--- config.mk ---
export PLATFORM = sky130hd
export DESIGN_NAME = store_half_rmw
export DESIGN_NICKNAME = d
export VERILOG_FILES = /design/src/rtl/store_half_pkg.sv /design/src/rtl/half_merge.sv /design/src/rtl/store_half_rmw.sv
export SDC_FILE = /design/constraint.sdc
export NUM_CORES = 1
export LEC_CHECK = 0
export ABC_AREA = 0
export CAP_MARGIN = 0
export CORE_ASPECT_RATIO = 0.7
export CORE_UTILIZATION = 30
export CTS_CLUSTER_DIAMETER = 60
export CTS_CLUSTER_SIZE = 25
export DETAILED_ROUTE_END_ITERATION = 8
export GPL_TIMING_DRIVEN = 0
export PLACE_DENSITY_LB_ADDON = 0.3
export SKIP_LAST_GASP = 1
export SYNTH_ARGS = -nofsm -noshare
export SYNTH_HDL_FRONTEND = slang
export SYNTH_HIERARCHICAL = 1
export SYNTH_SLANG_ARGS = --single-unit
export TNS_END_PERCENT = 100
--- constraint.sdc ---
create_clock -name Clk -period 4.15 [get_ports Clk]
set_clock_uncertainty 0.1 [all_clocks]
set_input_delay 0.415 -clock Clk [delete_from_list [all_inputs] [get_ports Clk]]
set_output_delay 0.415 -clock Clk [all_outputs]
set_load 0.1 [all_outputs]
--- src/rtl/store_half_pkg.sv ---
`timescale 1ns/1ps
// -----------------------------------------------------------------------------
// store_half_pkg
// Shared constants for the halfword read-modify-write store engine:
//   - legal range of the memory read latency parameter
//   - width of the WAIT down-counter
//   - FSM state encoding (plain localparams so older tools and waveform
//     viewers see fixed, documented codes)
// -----------------------------------------------------------------------------
package store_half_pkg;

  // Memory read latency, in cycles, that the engine can wait out.
  localparam int READ_LAT_MIN = 1;
  localparam int READ_LAT_MAX = 4;

  // The counter holds READ_LAT-1 down to 0, so it only needs to reach MAX-1.
  localparam int CNT_W = $clog2(READ_LAT_MAX);

  typedef logic [2:0] state_t;

  localparam state_t ST_IDLE  = 3'd0;
  localparam state_t ST_READ  = 3'd1;
  localparam state_t ST_WAIT  = 3'd2;
  localparam state_t ST_WRITE = 3'd3;
  localparam state_t ST_DONE  = 3'd4;
  localparam state_t ST_ERR   = 3'd5;

endpackage : store_half_pkg

--- src/rtl/half_merge.sv ---
`timescale 1ns/1ps
// -----------------------------------------------------------------------------
// half_merge
// Combinational halfword insert: replaces one 16-bit half of a 32-bit word
// and passes the other half through untouched (no sign/zero extension).
//
// Ports
//   word_i  [31:0]  original word read from memory
//   half_i  [15:0]  halfword to insert
//   sel_i           0: replace bits [15:0], 1: replace bits [31:16]
//   word_o  [31:0]  merged word
// -----------------------------------------------------------------------------
module half_merge (
  input  logic [31:0] word_i,
  input  logic [15:0] half_i,
  input  logic        sel_i,
  output logic [31:0] word_o
);

  assign word_o = sel_i ? {half_i, word_i[15:0]}
                        : {word_i[31:16], half_i};

endmodule : half_merge

--- src/rtl/store_half_rmw.sv ---
`timescale 1ns/1ps
// -----------------------------------------------------------------------------
// store_half_rmw
// Performs a 16-bit store into word-wide memory by reading the addressed
// word, merging the new halfword into it, and writing the whole word back.
// Misaligned requests (odd byte address) are rejected with an error pulse and
// never touch memory.
//
// Parameters
//   READ_LAT        memory read latency in cycles (1..4)
//
// Ports
//   Clk             clock, rising edge
//   Rst             synchronous reset, active low
//   Start           request a store; only looked at while idle
//   Addr   [31:0]   byte address; bit1 picks the half, bit0 must be 0
//   WrData [31:0]   store data; only [15:0] is used
//   Busy            high whenever the engine is not idle
//   Done            one-cycle completion pulse
//   Misaligned      one-cycle error pulse, coincident with Done
//   MemAddr [29:0]  word address of the operation in flight
//   MemRdEn         one-cycle word read strobe
//   MemRdData[31:0] read data, valid READ_LAT cycles after MemRdEn
//   MemWrEn         one-cycle word write strobe
//   MemWrData[31:0] merged word to write
// -----------------------------------------------------------------------------
module store_half_rmw
  import store_half_pkg::*;
#(
  parameter int READ_LAT = 1
) (
  input  logic        Clk,
  input  logic        Rst,
  input  logic        Start,
  input  logic [31:0] Addr,
  input  logic [31:0] WrData,
  output logic        Busy,
  output logic        Done,
  output logic        Misaligned,
  output logic [29:0] MemAddr,
  output logic        MemRdEn,
  input  logic [31:0] MemRdData,
  output logic        MemWrEn,
  output logic [31:0] MemWrData
);

  if (READ_LAT < READ_LAT_MIN || READ_LAT > READ_LAT_MAX) begin : g_bad_read_lat
    $error("store_half_rmw: READ_LAT must be within 1..4");
  end

  // WAIT lasts READ_LAT cycles: the counter runs READ_LAT-1 down to 0.
  localparam logic [CNT_W-1:0] CNT_LOAD = CNT_W'(READ_LAT - 1);

  state_t           state_q,  state_d;
  logic [CNT_W-1:0] cnt_q,    cnt_d;
  logic [29:0]      waddr_q,  waddr_d;   // latched word address
  logic             hsel_q,   hsel_d;    // latched Addr[1]
  logic [15:0]      half_q,   half_d;    // latched WrData[15:0]
  logic [31:0]      rdword_q, rdword_d;  // word captured from memory

  // WrData[31:16] is architecturally ignored.
  logic unused_wrdata_hi;
  assign unused_wrdata_hi = ^WrData[31:16];

  // NOTE: every variable assigned here gets a default first, so no path
  // through the case statement can infer a latch.
  always_comb begin
    state_d  = state_q;
    cnt_d    = cnt_q;
    waddr_d  = waddr_q;
    hsel_d   = hsel_q;
    half_d   = half_q;
    rdword_d = rdword_q;

    case (state_q)
      ST_IDLE: begin
        if (Start) begin
          waddr_d = Addr[31:2];
          hsel_d  = Addr[1];
          half_d  = WrData[15:0];
          if (Addr[0]) begin
            state_d = ST_ERR;
          end else begin
            state_d = ST_READ;
            cnt_d   = CNT_LOAD;
          end
        end
      end

      ST_READ: state_d = ST_WAIT;

      ST_WAIT: begin
        // The last WAIT cycle is exactly when the read data is valid.
        if (cnt_q == '0) begin
          rdword_d = MemRdData;
          state_d  = ST_WRITE;
        end else begin
          cnt_d = cnt_q - CNT_W'(1);
        end
      end

      ST_WRITE: state_d = ST_DONE;

      ST_DONE,
      ST_ERR:   state_d = ST_IDLE;

      default:  state_d = ST_IDLE;
    endcase
  end

  // NOTE: state registers use non-blocking assignments so every register
  // samples the pre-edge values, independent of statement order.
  // NOTE: reset clears the data latches too, not only the FSM, so MemWrData
  // (built from them) reads as zero straight out of reset.
  always_ff @(posedge Clk) begin
    if (!Rst) begin
      state_q  <= ST_IDLE;
      cnt_q    <= '0;
      waddr_q  <= '0;
      hsel_q   <= 1'b0;
      half_q   <= '0;
      rdword_q <= '0;
    end else begin
      state_q  <= state_d;
      cnt_q    <= cnt_d;
      waddr_q  <= waddr_d;
      hsel_q   <= hsel_d;
      half_q   <= half_d;
      rdword_q <= rdword_d;
    end
  end

  // All strobes decode straight from the state register, so a reset that
  // returns the FSM to IDLE silences them in the same cycle.
  assign Busy       = (state_q != ST_IDLE);
  assign Done       = (state_q == ST_DONE) || (state_q == ST_ERR);
  assign Misaligned = (state_q == ST_ERR);
  assign MemRdEn    = (state_q == ST_READ);
  assign MemWrEn    = (state_q == ST_WRITE);
  assign MemAddr    = waddr_q;

  half_merge u_half_merge (
    .word_i (rdword_q),
    .half_i (half_q),
    .sel_i  (hsel_q),
    .word_o (MemWrData)
  );

endmodule : store_half_rmw

Yosys cells after proc, flatten, opt, wreduce, memory -nomap -nowiden. Index checks and enable logic that the tools add are counted. W data, S select, Z words.

Add/sub/neg operators: 1. Bitwise gates (word level): 0. Divide/modulo/power cells: 0. Equal/unequal tests: 9. Reductions and logical operators: 9. Shift-type cells: 0. Multiplexer cells: 9. Order comparisons: 0. Multipliers: 0.

Operator list (count): $mux W32 (1); $pmux W3 S4 (1); $mux W3 (3); $ne A2 B2 Y1 const B (4); $eq A3 B2 Y1 const B (2); $eq A3 B3 Y1 const B (2); $mux W2 (3); $reduce_and A2 Y1 (3); $pmux W2 S2 (1); $reduce_and A4 Y1 (1); $eq A3 B1 Y1 const B (1); $logic_not A3 Y1 (1); $reduce_bool A3 Y1 (1); $logic_not A2 Y1 (1); $reduce_bool A2 Y1 (1); $sub A2 B1 Y2 const B (1); $logic_or A1 B1 Y1 (1).

Input bits: 99. Bits in latches: 0. Output and inout port bits: 67. Bits in registers: 84. Memory bits (read-only): 0. Bits in writable memories: 0. Memories kept: 0.

Longest topological paths before layout.
Word-level depth: 3. Gate-level depth with buffers: 7. Gate-level depth less buffers: 5.

Hierarchy. Netlist, hierarchy kept.

By module, submodules not included: store_half_rmw (seq. area each 1681.6 um^2, instances 1, area an instance 3268.1 um^2, cells each 381); half_merge (seq. area each 0.0 um^2, instances 1, area an instance 544.3 um^2, cells each 36).

Worst setup path after synthesis. No wires, ideal clock.

Path kind: reg-to-output. Start point: register state_q[0]. End point: output MemRdEn. Stages on the path, launching flop included: 3. Path buffers: 1. Required time: 3.635 ns. Data arrival time: 2.762 ns. Setup slack: 0.873 ns. Cell sequence: dfxtp_1 -> buf_2 -> nor3b_1.

Longest elaborated chain between the ends: 1.

Ends and longest elaborated chain: from (decl) (line store_half_rmw.sv:54) `state_t state_q, state_d;`; from (signal assigned) (line store_half_rmw.sv:124) `state_q <= state_d;`; $eq A3 B1 Y1 (line store_half_rmw.sv:138) `assign MemRdEn = (state_q == ST_READ);`; to (decl) (line store_half_rmw.sv:41) `output logic MemRdEn,`.

Every way passes these cells.

Worst setup path in the final report.
Start point: register state_q[1]. End point: output MemWrEn.

Longest elaborated chain between the ends: 1.

Ends and longest elaborated chain: $eq A3 B2 Y1 (line store_half_rmw.sv:139) `assign MemWrEn = (state_q == ST_WRITE);`; to (decl) (line store_half_rmw.sv:43) `output logic MemWrEn,`.

Every way passes these cells.

==> impl_table.tex <==
\begin{tabular}{lr}
\hline
Metric & Value \\
\hline
\multicolumn{2}{l}{\textbf{Finish}} \\
Growth of design area from synthesis to finish & 51.3\% \\
Fraction of layout instances using a drive strength above 1 & 11.9\% \\
Post-layout net count & 676 \\
Most frequent cells in the layout & 160 x nand2\_1, 148 x clkdlybuf4s50\_1, 84 x dfxtp\_1 \\
Final cell area excluding filler cells & between 0.005 and 0.006 sq mm \\
Inserted Diodes & 0 \\
Core utilization of the finished layout & a little under half \\
Most common library cell in the layout ignoring fill and taps & nand2\_1 \\
\multicolumn{2}{l}{\textbf{Synthesis}} \\
Mean instance size in the synthesized netlist & between 9 and 10 sq um \\
Post-synthesis compound-gate area fraction & 16.7\% \\
Part of the Yosys area used for sequential elements & between 40 and 50\% \\
Multiplexer fraction of the synthesized cell area & between 10\% and 20\% \\
Number of nets in the synthesized netlist & just over 500 \\
Post-synthesis share of cell area spent on full adders, half adders and majority gates & 0.328\% \\
Area share of and/or/nand/nor cells after synthesis & approximately a fifth \\
Number of warning messages in the yosys log & 6 \\
Top FF cell, synth & dfxtp\_1 \\
Cell area after technology mapping & roughly 0.0038 sq mm \\
XOR/XNOR share of the synthesized area & less than 1\% \\
Number of register bits inferred by synthesis & 84 \\
Dominant combinational cell family by area after synthesis & simple AND/OR/NAND/NOR gates \\
Number of unique standard cell types used by synthesis & 30 \\
Number of enable flip-flop cells after synthesis & 0 \\
Share of flip-flops with an asynchronous set or reset after synthesis & 0\% \\
Cell count after synthesis & 417 \\
\multicolumn{2}{l}{\textbf{Place}} \\
Final Wtd Congestion & about 0.76 \\
Half-perimeter wire length after placement & $\sim$8100 um \\
Count of input and output buffers & 148 \\
Setup Slack @ Placement & between 1.5 and 2 ns \\
Post-Place Cell Area & between 0.005 and 0.006 sq mm \\
\multicolumn{2}{l}{\textbf{CTS}} \\
CTS Buffer Depth & 2 \\
CTS sink cnt & 84 \\
Clock-pin slew on the worst setup and hold paths & 0.07 ns \\
TritonCTS clock tree & done \\
Hold\_buf cts & 0 \\
Clock latency on the worst-skew pair & between 0.3 and 0.4 ns \\
TritonCTS Buffers & 9 \\
Total of cells resized after clock tree synthesis & 0 \\
Post-CTS Setup Repair Bufs & 0 \\
H-tree levels & 3 \\
Cell at the root of the clock tree & clkbuf\_16 \\
\multicolumn{2}{l}{\textbf{Floorplan}} \\
Count of pins on the block boundary & approximately 170 \\
Die boundary height & around 96 um \\
Number of core rows & 34 \\
Area of the die & 0.0132 sq mm \\
Floorplan core area & between 0.01 and 0.015 sq mm \\
Starting Density & 30.7\% \\
Die width & about 140 um \\
\multicolumn{2}{l}{\textbf{Critical path}} \\
Worst r2r path cells & 7 \\
Startpoint type of the worst setup path & flop \\
Endpoint arrival time on the critical path & about 2.3 ns \\
Worst setup path endpoint & MemWrEn \\
Crit Reg-Reg Startpoint & cnt\_q[1] \\
Crit Path Class & flop to primary output \\
Flop2flop setup slack & between 2 and 2.5 ns \\
Req. time, crit path & around 3.6 ns \\
Largest fanout of any net on the critical path & 10 \\
Critical register-to-register path endpoint & rdword\_q[13] \\
Kind of end point of the critical path & primary output \\
Worst setup startpoint & state\_q[1] \\
\multicolumn{2}{l}{\textbf{Timing}} \\
Final setup viols & 0 \\
Post-route worst hold slack & $\sim$0.36 ns \\
Share of the cycle needed by the critical path after routing & about 70\% \\
Setup Total Neg Slack & 0 ns \\
Slew of the pin with the lowest slew margin & a little over 1 ns \\
Achievable clock frequency & $\sim$350 MHz \\
Endpoints failing hold & 0 \\
Min Tclk post-route & about 2.9 ns \\
Slew margin rel. & roughly 32\% \\
Final max-slew violation count & 0 \\
Setup repair after global routing missed its margin & no \\
Worst setup slack after layout & 1.30 ns \\
\multicolumn{2}{l}{\textbf{Route}} \\
Antenna viol nets, final & 0 \\
Initial detailed-routing violation count & 75 \\
Via Count & between 3000 and 4000 \\
Final routed DRC violation total & 1 \\
Drt pass-1 iters & 6 \\
Vias per inst & $\sim$4.5 \\
Detailed Route WL & roughly 11000 um \\
Average detailed-routed wire length per instance & 14.6 um \\
\multicolumn{2}{l}{\textbf{Power and ir drop}} \\
Clock network power share & a little over a quarter \\
Power per Cell Area & approximately 480 mW/mm\^{}2 \\
Net Sw Frac & 40.2\% \\
Cell-internal power & around 1600 uW \\
Part of the power in combinational logic & between 30\% and 40\% \\
Reported leakage power & approximately 0.0021 uW \\
Peak VDD IR & 214 uV \\
Sequential fraction of design power & between 30\% and 40\% \\
Switching component of the power & 1100 uW \\
\multicolumn{2}{l}{\textbf{Global routing}} \\
Maximum number of pins on one net before global-route repair & 14 \\
Gr usage total & approximately 17\% \\
Vias in the first global route & between 3000 and 4000 \\
Total gr overflow & 0 \\
Initial antenna violation count & 0 \\
Wire length of the first global-routing pass & 16500 um \\
\multicolumn{2}{l}{\textbf{Status}} \\
Violations in the final reports & DRC \\
Outcome & finished, violations left \\
\multicolumn{2}{l}{\textbf{Min path}} \\
Hold depth & 2 \\
Worst min-delay path category & flop to flop \\
\multicolumn{2}{l}{\textbf{Flow run}} \\
Max-cap viol count & 0 \\
\hline
\end{tabular}
layout make-up:
| type | count | area (sq um) |
|---|---|---|
| Multi-Input combinational cell | 296 | 1880 |
| Clock inverter | 4 | 25.0 |
| Timing Repair Buffer | 148 | 1480 |
| Sequential cell | 84 | 1680 |
| Tap cell | 162 | 203 |
| Buffer | 34 | 244 |
| Fill cell | 1222 | 6650 |
| Inverter | 3 | 11.3 |
| Clock buffer | 12 | 246 |
metal layers:
metal  vias up  part of all wire [%]  global-route usage (%)
li1       1685                     -                       -
met1      1543                    48                    20.8
met2        96                    44                    28.2
met3        13                   6.4                    5.27
met4         0                   1.5                    5.37
met5         -                     0                       0
metrics by stage:
step | cells | total power (uW)
6_report | 743 | 2740
2_1_floorplan | 417 | 1730
4_1_cts | 743 | 2770
3_5_place_dp | 727 | 2020
3_3_place_gp | 727 | 2010
5_1_grt | 743 | 2860
registers in the layout, indices dropped and copies added (netlist names):
signal and cells:
rdword_q 32, MemAddr 30, cnt_q 2, hsel_q 1, state_q 3, half_q 16
critical path, cell delays in order (launching register included):
cell and delay [ns]:
dfxtp_1 0.43, buf_2 0.24, nand2_1 0.09, nor2_1 0.10, clkdlybuf4s50_1 1.14
synth_stat cells, types with 2 or more instances:
cell | count | area [sq um]
a21boi_0 | 40 | 300
a21boi_1 | 41 | 308
buf_12 | 3 | 60.1
buf_2 | 9 | 45.0
buf_6 | 7 | 78.8
clkbuf_1 | 14 | 52.6
dfxtp_1 | 84 | 1680
inv_1 | 3 | 11.3
mux2_2 | 2 | 22.5
mux2_4 | 30 | 450
nand2_1 | 160 | 601
nand2b_1 | 2 | 12.5
nand4bb_1 | 2 | 22.5
nor2_1 | 3 | 11.3
o21ai_0 | 2 | 10.0
power by group through the flow:
stage / Sequential (uW) / Clock [uW] / Combinational [uW]
after global placement: 942 / 0 / 1070
after CTS: 929 / 763 / 1080
after floorplan: 1140 / 0 / 583
after global routing: 937 / 799 / 1130
after detailed placement: 946 / 0 / 1080
final: 928 / 745 / 1070
worst min path at each step:
stage / startpoint / endpoint / slack, ns
6_report: rdword_q[29] / rdword_q[29] / 0.36
5_1_grt: MemAddr[27] / MemAddr[27] / 0.37
4_1_cts: Rst / MemAddr[8] / 0.36
3_5_place_dp: MemAddr[3] / MemAddr[3] / 0.35
3_3_place_gp: rdword_q[28] / rdword_q[28] / 0.34
2_1_floorplan: cnt_q[0] / cnt_q[0] / 0.33
cells by family (layout without fill, tap and decap cells):
logic type | after synthesis | count (layout)
xor+xnor | 1 | 1
flops | 84 | 84
mux | 32 | 32
simple gates | 176 | 176
fa+ha+maj | 1 | 1
compound gates | 86 | 86
buf+inv | 37 | 201
Power figures use the tool's default switching activity.
